===== config.mk =====
export PLATFORM = sky130hd
export DESIGN_NAME = rom_dl_router
export DESIGN_NICKNAME = d
export VERILOG_FILES = /design/src/rtl/rom_dl_router_pkg.sv /design/src/rtl/dl_hold_timer.sv /design/src/rtl/rom_dl_router.sv
export SDC_FILE = /design/constraint.sdc
export NUM_CORES = 1
export LEC_CHECK = 0
export ABC_CLOCK_PERIOD_IN_PS = 6800
export BUFFER_PORTS_ARGS = -buffer_cell sky130_fd_sc_hd__buf_2
export CAP_MARGIN = 15
export CORE_MARGIN = 2
export CORE_UTILIZATION = 40
export DETAILED_ROUTE_END_ITERATION = 8
export HOLD_SLACK_MARGIN = 0.08
export PLACE_DENSITY = 0.63
export SLEW_MARGIN = 20
export SYNTH_ARGS = -nofsm -noshare
export SYNTH_HDL_FRONTEND = slang
export SYNTH_SLANG_ARGS = --single-unit

===== constraint.sdc =====
create_clock -name clk_sys -period 6.8 [get_ports clk_sys]
set_input_delay 2.04 -clock clk_sys [delete_from_list [all_inputs] [get_ports clk_sys]]
set_output_delay 2.04 -clock clk_sys [all_outputs]
set_load 0.01 [all_outputs]

===== src/rtl/rom_dl_router_pkg.sv =====
// Shared types and constants for the HPS download router.
// Also holds the checksum helper used when DL_CHECKSUM_EN is defined.
package rom_dl_router_pkg;

    typedef enum logic [1:0] {
        ST_IDLE     = 2'd0,
        ST_ROM_LOAD = 2'd1,
        ST_DIP_LOAD = 2'd2,
        ST_HOLD     = 2'd3
    } dl_state_t;

    localparam logic [7:0] ROM_INDEX_DEF  = 8'd0;
    localparam logic [7:0] DIP_INDEX_DEF  = 8'd254;
    localparam int         DIP_BYTES      = 8;
    localparam int         BYTE_COUNT_MAX = 131072;

    function automatic logic [15:0] csum_add(input logic [15:0] sum, input logic [7:0] data);
        return sum + {8'd0, data};
    endfunction

    function automatic logic holds_core(input dl_state_t state);
        return (state == ST_ROM_LOAD) || (state == ST_HOLD);
    endfunction

endpackage


===== src/rtl/dl_hold_timer.sv =====
// 8-bit down-counter that times the core-reset tail after a ROM load.
// expired is high for the single cycle in which a counting timer sits at zero.
module dl_hold_timer
    import rom_dl_router_pkg::*;
(
    input  logic       clk_sys,
    input  logic       reset,
    input  logic       load,
    input  logic [7:0] load_value,
    input  logic       count,
    output logic       expired
);

    logic [7:0] r_cnt;

    // Counter register: load has priority over decrement, stops at zero.
    always_ff @(posedge clk_sys) begin
        if (reset) begin
            r_cnt <= 8'd0;
        end else if (load) begin
            r_cnt <= load_value;
        end else if (count && (r_cnt != 8'd0)) begin
            r_cnt <= r_cnt - 8'd1;
        end else begin
            r_cnt <= r_cnt;
        end
    end

    assign expired = count && !load && (r_cnt == 8'd0);

endmodule


===== src/rtl/rom_dl_router.sv =====
// Routes ioctl downloads: ROM bytes to dl_* strobes, DIP bytes to dip_sw, core reset hold.
// Define DL_CHECKSUM_EN to build the running ROM checksum; otherwise rom_checksum is 0.
module rom_dl_router
    import rom_dl_router_pkg::*;
#(
    parameter int         ROM_BYTES  = 131072,
    parameter int         RESET_HOLD = 16,
    parameter logic [7:0] ROM_INDEX  = ROM_INDEX_DEF,
    parameter logic [7:0] DIP_INDEX  = DIP_INDEX_DEF
) (
    input  logic        clk_sys,
    input  logic        reset,
    input  logic        ioctl_download,
    input  logic [7:0]  ioctl_index,
    input  logic        ioctl_wr,
    input  logic [24:0] ioctl_addr,
    input  logic [7:0]  ioctl_dout,
    output logic [16:0] dl_addr,
    output logic [7:0]  dl_data,
    output logic        dl_wr,
    output logic [63:0] dip_sw,
    output logic        core_reset,
    output logic        rom_busy,
    output logic        dl_done,
    output logic        rom_overflow,
    output logic [17:0] byte_count,
    output logic [15:0] rom_checksum
);

    localparam logic [24:0] ROM_LIMIT = 25'(ROM_BYTES);
    localparam logic [7:0]  HOLD_LOAD = 8'(RESET_HOLD - 1);
    localparam logic [17:0] COUNT_MAX = 18'(BYTE_COUNT_MAX);

    dl_state_t   r_state;
    dl_state_t   w_next;
    logic        r_dl_1;
    logic        r_dl_2;
    logic        w_rise;
    logic        w_fall;
    logic        w_rom_start;
    logic        w_rom_wr;
    logic        w_ovf_wr;
    logic        w_dip_wr;
    logic        w_expired;
    logic [16:0] r_dl_addr;
    logic [7:0]  r_dl_data;
    logic        r_dl_wr;
    logic [63:0] r_dip_sw;
    logic        r_core_reset;
    logic        r_rom_busy;
    logic        r_dl_done;
    logic        r_overflow;
    logic [17:0] r_byte_count;

    // Download flag pipeline; reset parks it high so a download in flight never looks like a new one.
    always_ff @(posedge clk_sys) begin
        if (reset) begin
            r_dl_1 <= 1'b1;
            r_dl_2 <= 1'b1;
        end else begin
            r_dl_1 <= ioctl_download;
            r_dl_2 <= r_dl_1;
        end
    end

    assign w_rise = r_dl_1 && !r_dl_2;
    assign w_fall = !r_dl_1 && r_dl_2;

    // Next-state decode; the index is only consulted on a rising edge.
    always_comb begin
        w_next = r_state;
        case (r_state)
            ST_IDLE: begin
                if (w_rise && (ioctl_index == ROM_INDEX)) begin
                    w_next = ST_ROM_LOAD;
                end else if (w_rise && (ioctl_index == DIP_INDEX)) begin
                    w_next = ST_DIP_LOAD;
                end else begin
                    w_next = ST_IDLE;
                end
            end
            ST_ROM_LOAD: begin
                if (w_fall) begin
                    w_next = ST_HOLD;
                end else begin
                    w_next = ST_ROM_LOAD;
                end
            end
            ST_DIP_LOAD: begin
                if (w_fall) begin
                    w_next = ST_IDLE;
                end else begin
                    w_next = ST_DIP_LOAD;
                end
            end
            ST_HOLD: begin
                if (w_rise && (ioctl_index == ROM_INDEX)) begin
                    w_next = ST_ROM_LOAD;
                end else if (w_expired) begin
                    w_next = ST_IDLE;
                end else begin
                    w_next = ST_HOLD;
                end
            end
            default: begin
                w_next = ST_IDLE;
            end
        endcase
    end

    assign w_rom_start = (w_next == ST_ROM_LOAD) && (r_state != ST_ROM_LOAD);
    assign w_rom_wr    = (r_state == ST_ROM_LOAD) && ioctl_wr && (ioctl_addr < ROM_LIMIT);
    assign w_ovf_wr    = (r_state == ST_ROM_LOAD) && ioctl_wr && (ioctl_addr >= ROM_LIMIT);
    assign w_dip_wr    = (r_state == ST_DIP_LOAD) && ioctl_wr && (ioctl_addr[24:3] == 22'd0);

    dl_hold_timer u_hold_timer (
        .clk_sys    (clk_sys),
        .reset      (reset),
        .load       ((r_state == ST_ROM_LOAD) && w_fall),
        .load_value (HOLD_LOAD),
        .count      (r_state == ST_HOLD),
        .expired    (w_expired)
    );

    // State register plus flags decoded from the next state so they line up with it.
    always_ff @(posedge clk_sys) begin
        if (reset) begin
            r_state      <= ST_IDLE;
            r_core_reset <= 1'b0;
            r_rom_busy   <= 1'b0;
            r_dl_done    <= 1'b0;
        end else begin
            r_state      <= w_next;
            r_core_reset <= holds_core(w_next);
            r_rom_busy   <= (w_next == ST_ROM_LOAD);
            r_dl_done    <= (r_state == ST_HOLD) && (w_next == ST_IDLE);
        end
    end

    // ROM write path, overflow flag and saturating byte counter.
    always_ff @(posedge clk_sys) begin
        if (reset) begin
            r_dl_wr      <= 1'b0;
            r_dl_addr    <= 17'd0;
            r_dl_data    <= 8'd0;
            r_overflow   <= 1'b0;
            r_byte_count <= 18'd0;
        end else begin
            r_dl_wr <= w_rom_wr;
            if (w_rom_wr) begin
                r_dl_addr <= ioctl_addr[16:0];
                r_dl_data <= ioctl_dout;
            end
            if (w_rom_start) begin
                r_overflow <= 1'b0;
            end else if (w_ovf_wr) begin
                r_overflow <= 1'b1;
            end
            if (w_rom_start) begin
                r_byte_count <= 18'd0;
            end else if (w_rom_wr && (r_byte_count != COUNT_MAX)) begin
                r_byte_count <= r_byte_count + 18'd1;
            end
        end
    end

    // DIP bank: byte lane chosen by the low three address bits.
    always_ff @(posedge clk_sys) begin
        if (reset) begin
            r_dip_sw <= 64'd0;
        end else if (w_dip_wr) begin
            r_dip_sw[{ioctl_addr[2:0], 3'b000} +: 8] <= ioctl_dout;
        end
    end

`ifdef DL_CHECKSUM_EN
    logic [15:0] r_checksum;

    // Running sum of accepted ROM bytes, cleared when a ROM load starts.
    always_ff @(posedge clk_sys) begin
        if (reset) begin
            r_checksum <= 16'd0;
        end else if (w_rom_start) begin
            r_checksum <= 16'd0;
        end else if (w_rom_wr) begin
            r_checksum <= csum_add(r_checksum, ioctl_dout);
        end
    end

    assign rom_checksum = r_checksum;
`else
    assign rom_checksum = 16'd0;
`endif

    assign dl_addr      = r_dl_addr;
    assign dl_data      = r_dl_data;
    assign dl_wr        = r_dl_wr;
    assign dip_sw       = r_dip_sw;
    assign core_reset   = r_core_reset;
    assign rom_busy     = r_rom_busy;
    assign dl_done      = r_dl_done;
    assign rom_overflow = r_overflow;
    assign byte_count   = r_byte_count;

endmodule


Yosys cells after proc, flatten, opt, wreduce, memory -nomap -nowiden
Cells that the tools add are included.
Word-level totals
  flip-flop bits (word level): 124
  bits of input ports: 45
  output and inout bits: 128
  word-level logic and storage cells: 68
Cells by class
  add/subtract/negate cells: 3
  magnitude comparators: 2
  equal/unequal tests: 8
  shift-type cells: 2
  mux-type cells: 10
  reductions and logical operators: 29
Operators by type and width (number)
  64-bit bitwise mux: 1
  8-bit by 8-bit variable shift with 64-bit output (first input constant): 1
  8-bit by 8-bit indexed part select with 64-bit output: 1
  25-bit by 18-bit >= comparator with 1-bit output (second input constant): 1
  25-bit by 18-bit less-than comparator with 1-bit output (second input constant): 1
  22-bit logical NOT: 1
  18-bit by 1-bit adder with 18-bit output (second input constant): 1
  18-bit != test (second input constant): 1
  1-bit logical AND: 16
  8-bit logical NOT: 2
  2-bit 2-to-1 mux: 6
  8-bit == test (second input constant): 1
  4-bit 2-to-1 mux: 2
  6-bit negation with 8-bit output: 1
  2-bit one-hot mux with 4 select lines: 1
  8-bit nonzero test: 1
  8-bit by 1-bit subtractor with 8-bit output (second input constant): 1
  2-bit == test (second input constant): 3
  2-bit by 1-bit == test with 1-bit output (second input constant): 2
  2-bit logical NOT: 2
  2-bit OR reduction: 2
  1-bit logical NOT: 3
  2-bit by 1-bit != test with 1-bit output (second input constant): 1
  2-bit nonzero test: 1
  1-bit logical OR: 1

Logic depth before layout (Yosys ltp)
  depth after elaboration: 12
  depth in mapped cells: 9

Cells and area by module
From an unflattened synthesis, not the netlist that was laid out.
Second synthesis, totals
  cell total of the unflattened synthesis: 591
  area, all modules: 5451.5 µm²
Modules (own cells, without submodules)
  rom_dl_router: instances 1, cells each 531, area an instance 4969.8 µm²
  dl_hold_timer: instances 1, cells each 60, area an instance 481.7 µm²

Worst setup path before layout
Ideal clock, no wire load.
  path kind: input to register
  start point: in ioctl_addr[21]
  end point: reg r_byte_count[14] (netlist: byte_count[14])
  library setup time: 71 ps
  arrival time: 3912 ps
  data required time: 6729 ps
  setup slack: 2818 ps
  cell stages on the path: 6
  cells stage by stage: or4_1 -> buf_2 -> or4_1 -> buf_2 -> or4_1 -> a21oi_1
On the way
  longest elaborated chain between the ends: 3
RTL lines
  from (decl): line rom_dl_router.sv:16  | input logic [24:0] ioctl_addr,
  25-bit by 18-bit less-than comparator with 1-bit output: line rom_dl_router.sv:112  | assign w_rom_wr = (r_state == ST_ROM_LOAD) && ioctl_wr && (ioctl_addr < ROM_LIMIT);
  1-bit logical AND: line rom_dl_router.sv:112
  1-bit logical AND: line rom_dl_router.sv:161  | end else if (w_rom_wr && (r_byte_count != COUNT_MAX)) begin
  to (signal assigned): line rom_dl_router.sv:162  | r_byte_count <= r_byte_count + 18'd1;
  to (decl): line rom_dl_router.sv:53  | logic [17:0] r_byte_count;
Every way passes these cells.
A chain may end at the register's enable or synchronous reset.

Final worst setup path
  start point: in ioctl_addr[17]
  end point: reg r_dip_sw[39] (netlist: dip_sw[39])
On the way
  longest elaborated chain between the ends: 2
RTL lines
  22-bit logical NOT: line rom_dl_router.sv:114  | assign w_dip_wr = (r_state == ST_DIP_LOAD) && ioctl_wr && (ioctl_addr[24:3] == 22'd0);
  1-bit logical AND: line rom_dl_router.sv:114
  to (signal, indexed assignment): line rom_dl_router.sv:172  | r_dip_sw[{ioctl_addr[2:0], 3'b000} +: 8] <= ioctl_dout;
  to (decl): line rom_dl_router.sv:48  | logic [63:0] r_dip_sw;
Every way passes these cells.

==> impl_metrics.py <==
metrics = {
    "routing": {
        "ant_nets": 0,
        "num_vias": 4973,
        "drt-total-wl_um": 14300,
        "drc": 0,
        "drt-pass1-iter-count": 5,
        "drt_first_iter_violations": 272,
        "avgRoutedWirePerCell_um": 15.0,
        "vias_per_cell": 5.23,
    },
    "clock_network": {
        "cts_setup_buffers": 0,
        "htreeDepth": 4,
        "clockBufferDepth": 2,
        "cts_tree": "done",
        "clk_latency_ps": 420,
        "ctsResizeCount": 0,
        "cts_buffers": 17,
        "cts.clk_slew.worst_paths_ps": 50,
        "holdBufCountCts": 0,
        "clockRootBuffer": "clkbuf_16",
        "cts.sinks": 124,
    },
    "pwr": {
        "peakVddDrop_mv": 0.144,
        "p_per_area_nw_per_um2": 248,
        "p_leak_nw": 3.08,
        "power.total_mw": 1.69,
    },
    "sta": {
        "slew-limit-headroom_pct": 30.5,
        "hold_viol": 0,
        "finalCritPeriodShare_pct": 64.7,
        "fmax_mhz": 227,
        "skew_ps": 5.14,
        "tightest_slew_ps": 1040,
        "rsz0062_at_grt": "no",
        "finalSetupViolations": 0,
        "finalMaxSlewViolations": 0,
        "tns_ps": 0,
        "setup_slack_ps": 2400,
        "post-route-min-period_ps": 4400,
    },
    "setup_path": {
        "cp.arrival_ps": 4690,
        "cp.required_ps": 7090,
        "cp_cell_sequence": "buf_2 -> nor4_1 -> nand4_1 -> or4_1 -> mux2i_1",
        "crit_path_end_kind": "flop",
        "path_max_fanout": 16,
        "crit_type": "input port to flop",
        "cpMaxStageDelayCell": "or4_1",
        "slowest_delay_ps": 990,
        "start_kind": "input port",
    },
    "floorplanning": {
        "floorplan.die_area_um2": 14500,
        "die_y_um": 120,
        "rows": 42,
        "die_w_um": 120,
        "start_util_pct": 40.9,
        "ios": 173,
        "coreArea_um2": 13200,
    },
    "synthesis": {
        "syn_avg_cell_area_um2": 8.70,
        "ys_seq_area_share_pct": 45.9,
        "syn-instance-count": 622,
        "yosys_register_bits": 124,
        "netlist.area_leader.share_pct": 45.9,
        "yosys_warnings": 0,
        "synth_area_leader_cell": "dfxtp_1",
        "netlist_area_um2": 5410,
        "synth.distinct_cells": 48,
        "synth.top_cells.by_area": "dfxtp_1 (46%), mux2i_1 (10%), nand2_1 (8.9%)",
    },
    "global_route": {
        "antenna_found_initial": 0,
        "grt_pass1_wl_um": 22900,
        "grt_pass1_vias": 4627,
        "grt_usage_pct": 20.1,
        "grt_max_degree": 64,
        "overflow": 0,
    },
    "placement": {
        "io_buffers": 156,
        "place_ws_ps": 2030,
        "dpl.hpwl_um": 10300,
        "gp_congestion": 0.862,
        "dp_cells": 919,
    },
    "hold_path": {
        "min_path_type": "flop to flop",
    },
    "cells_and_area": {
        "drive_gt1_share_pct": 25.5,
        "insertedDiodeCount": 0,
        "area_growth_pct": 26.0,
        "n_fill_cell": 1262,
        "final_common_cell": "buf_2",
        "finalNonFillerCells": 951,
        "final_nets": 813,
        "layout_common_cells": "buf_2 (156), nand2_1 (128), dfxtp_1 (124)",
        "fin_util_pct": 51.5,
    },
    "run": {
        "drv_cap": 0,
    },
    "status": {
        "status": "complete, no violations",
    },
}
-- cell type report --
cell class | count | area, um2 | area share (%)
clock buffer | 20 | 447 | 6.55
clock inverter | 12 | 146 | 2.15
inverter | 15 | 56.3 | 0.826
multi-input combinational | 446 | 2670 | 39.2
sequential | 124 | 2480 | 36.4
tap | 176 | 220 | 3.23
timing repair buffer | 158 | 796 | 11.7
-- where the power goes --
| part | total [mW] | internal (mW) | switching, mW |
|---|---|---|---|
| registers | 0.728 | 0.727 | 0.000307 |
| clock network | 0.904 | 0.581 | 0.322 |
| logic | 0.0602 | 0.0180 | 0.0422 |
| total | 1.69 | 1.33 | 0.365 |
-- per-stage QoR --
stage	area, um2	hold WS [ps]
4_1_cts	6810	456
3_3_place_gp	6210	441
5_1_grt	6820	476
6_report	6820	454
2_1_floorplan	5470	433
3_5_place_dp	6210	448
-- critical path, delay by kind of cell --
| family | cells | cell delay, ps |
|---|---|---|
| AND/OR/NAND/NOR | 3 | 2330 |
| buffers and inverters | 1 | 100 |
| multiplexers | 1 | 200 |
-- routing by layer --
metal	up-vias	global-route usage, %	part of all wire (%)
li1	2448	-	-
met1	2366	24.8	45
met2	138	33.6	49
met3	21	4.81	4.8
met4	0	8.21	1.6
met5	-	0	0
-- cell families (layout without fill, tap and decap cells) --
family / after synthesis / in the layout / share of synthesized area (%)
simple gates: 265 / 265 / 25.0
flops: 124 / 124 / 45.9
compound gates: 95 / 95 / 10.0
buf+inv: 67 / 205 / 6.01
mux: 55 / 55 / 10.2
xor+xnor: 9 / 9 / 1.46
fa+ha+maj: 6 / 6 / 1.39
other cells: 1 / 16 / 0.0693
-- state kept, by name, summed over array words and instances, names as in the netlist, 2 cells and up --
register,cells
dip_sw,64
dl_addr,17
byte_count,18
r_state,2
dl_data,8
u_hold_timer.r_cnt,8
-- final timing paths --
path,startpoint,endpoint,slack [ps],cells past startpoint
max reg2reg,r_state[0]$_SDFF_PP0_,byte_count[15]$_SDFFE_PP0P_,4340,4
min reg2reg,dl_data[7]$_SDFFE_PP0P_,dl_data[7]$_SDFFE_PP0P_,450,2
max,ioctl_addr[17],dip_sw[39]$_SDFFE_PP0P_,2400,5
min,dl_data[7]$_SDFFE_PP0P_,dl_data[7]$_SDFFE_PP0P_,450,2
-- Yosys cell counts (all sizes together) --
| cell type | number |
|---|---|
| xor2 | 2 |
| a31o | 1 |
| and3b | 3 |
| o31ai | 7 |
| or2 | 4 |
| nor2b | 2 |
| nand4b | 2 |
| a21o | 1 |
| nand3 | 18 |
| a2111oi | 1 |
| and2 | 1 |
| mux2i | 55 |
| nor2 | 18 |
| o21a | 2 |
| nand2 | 129 |
| nor4bb | 1 |
| buf | 22 |
| inv | 15 |
| and4 | 8 |
| xnor2 | 7 |
| conb | 1 |
| dfxtp | 124 |
| and3 | 6 |
| a21oi | 52 |
| nand4bb | 1 |
| a41oi | 2 |
| nand2b | 4 |
| nor4 | 17 |
| ha | 6 |
| o211ai | 1 |
| nor3b | 4 |
| or3 | 6 |
| nand3b | 1 |
| nor4b | 2 |
| o21ai | 20 |
| nor3 | 7 |
| a211oi | 6 |
| and4b | 2 |
| nand4 | 15 |
| or4 | 14 |
| o2111ai | 1 |
| o211a | 1 |
| clkbuf | 30 |
No activity file was read; power rests on OpenSTA's default activity.
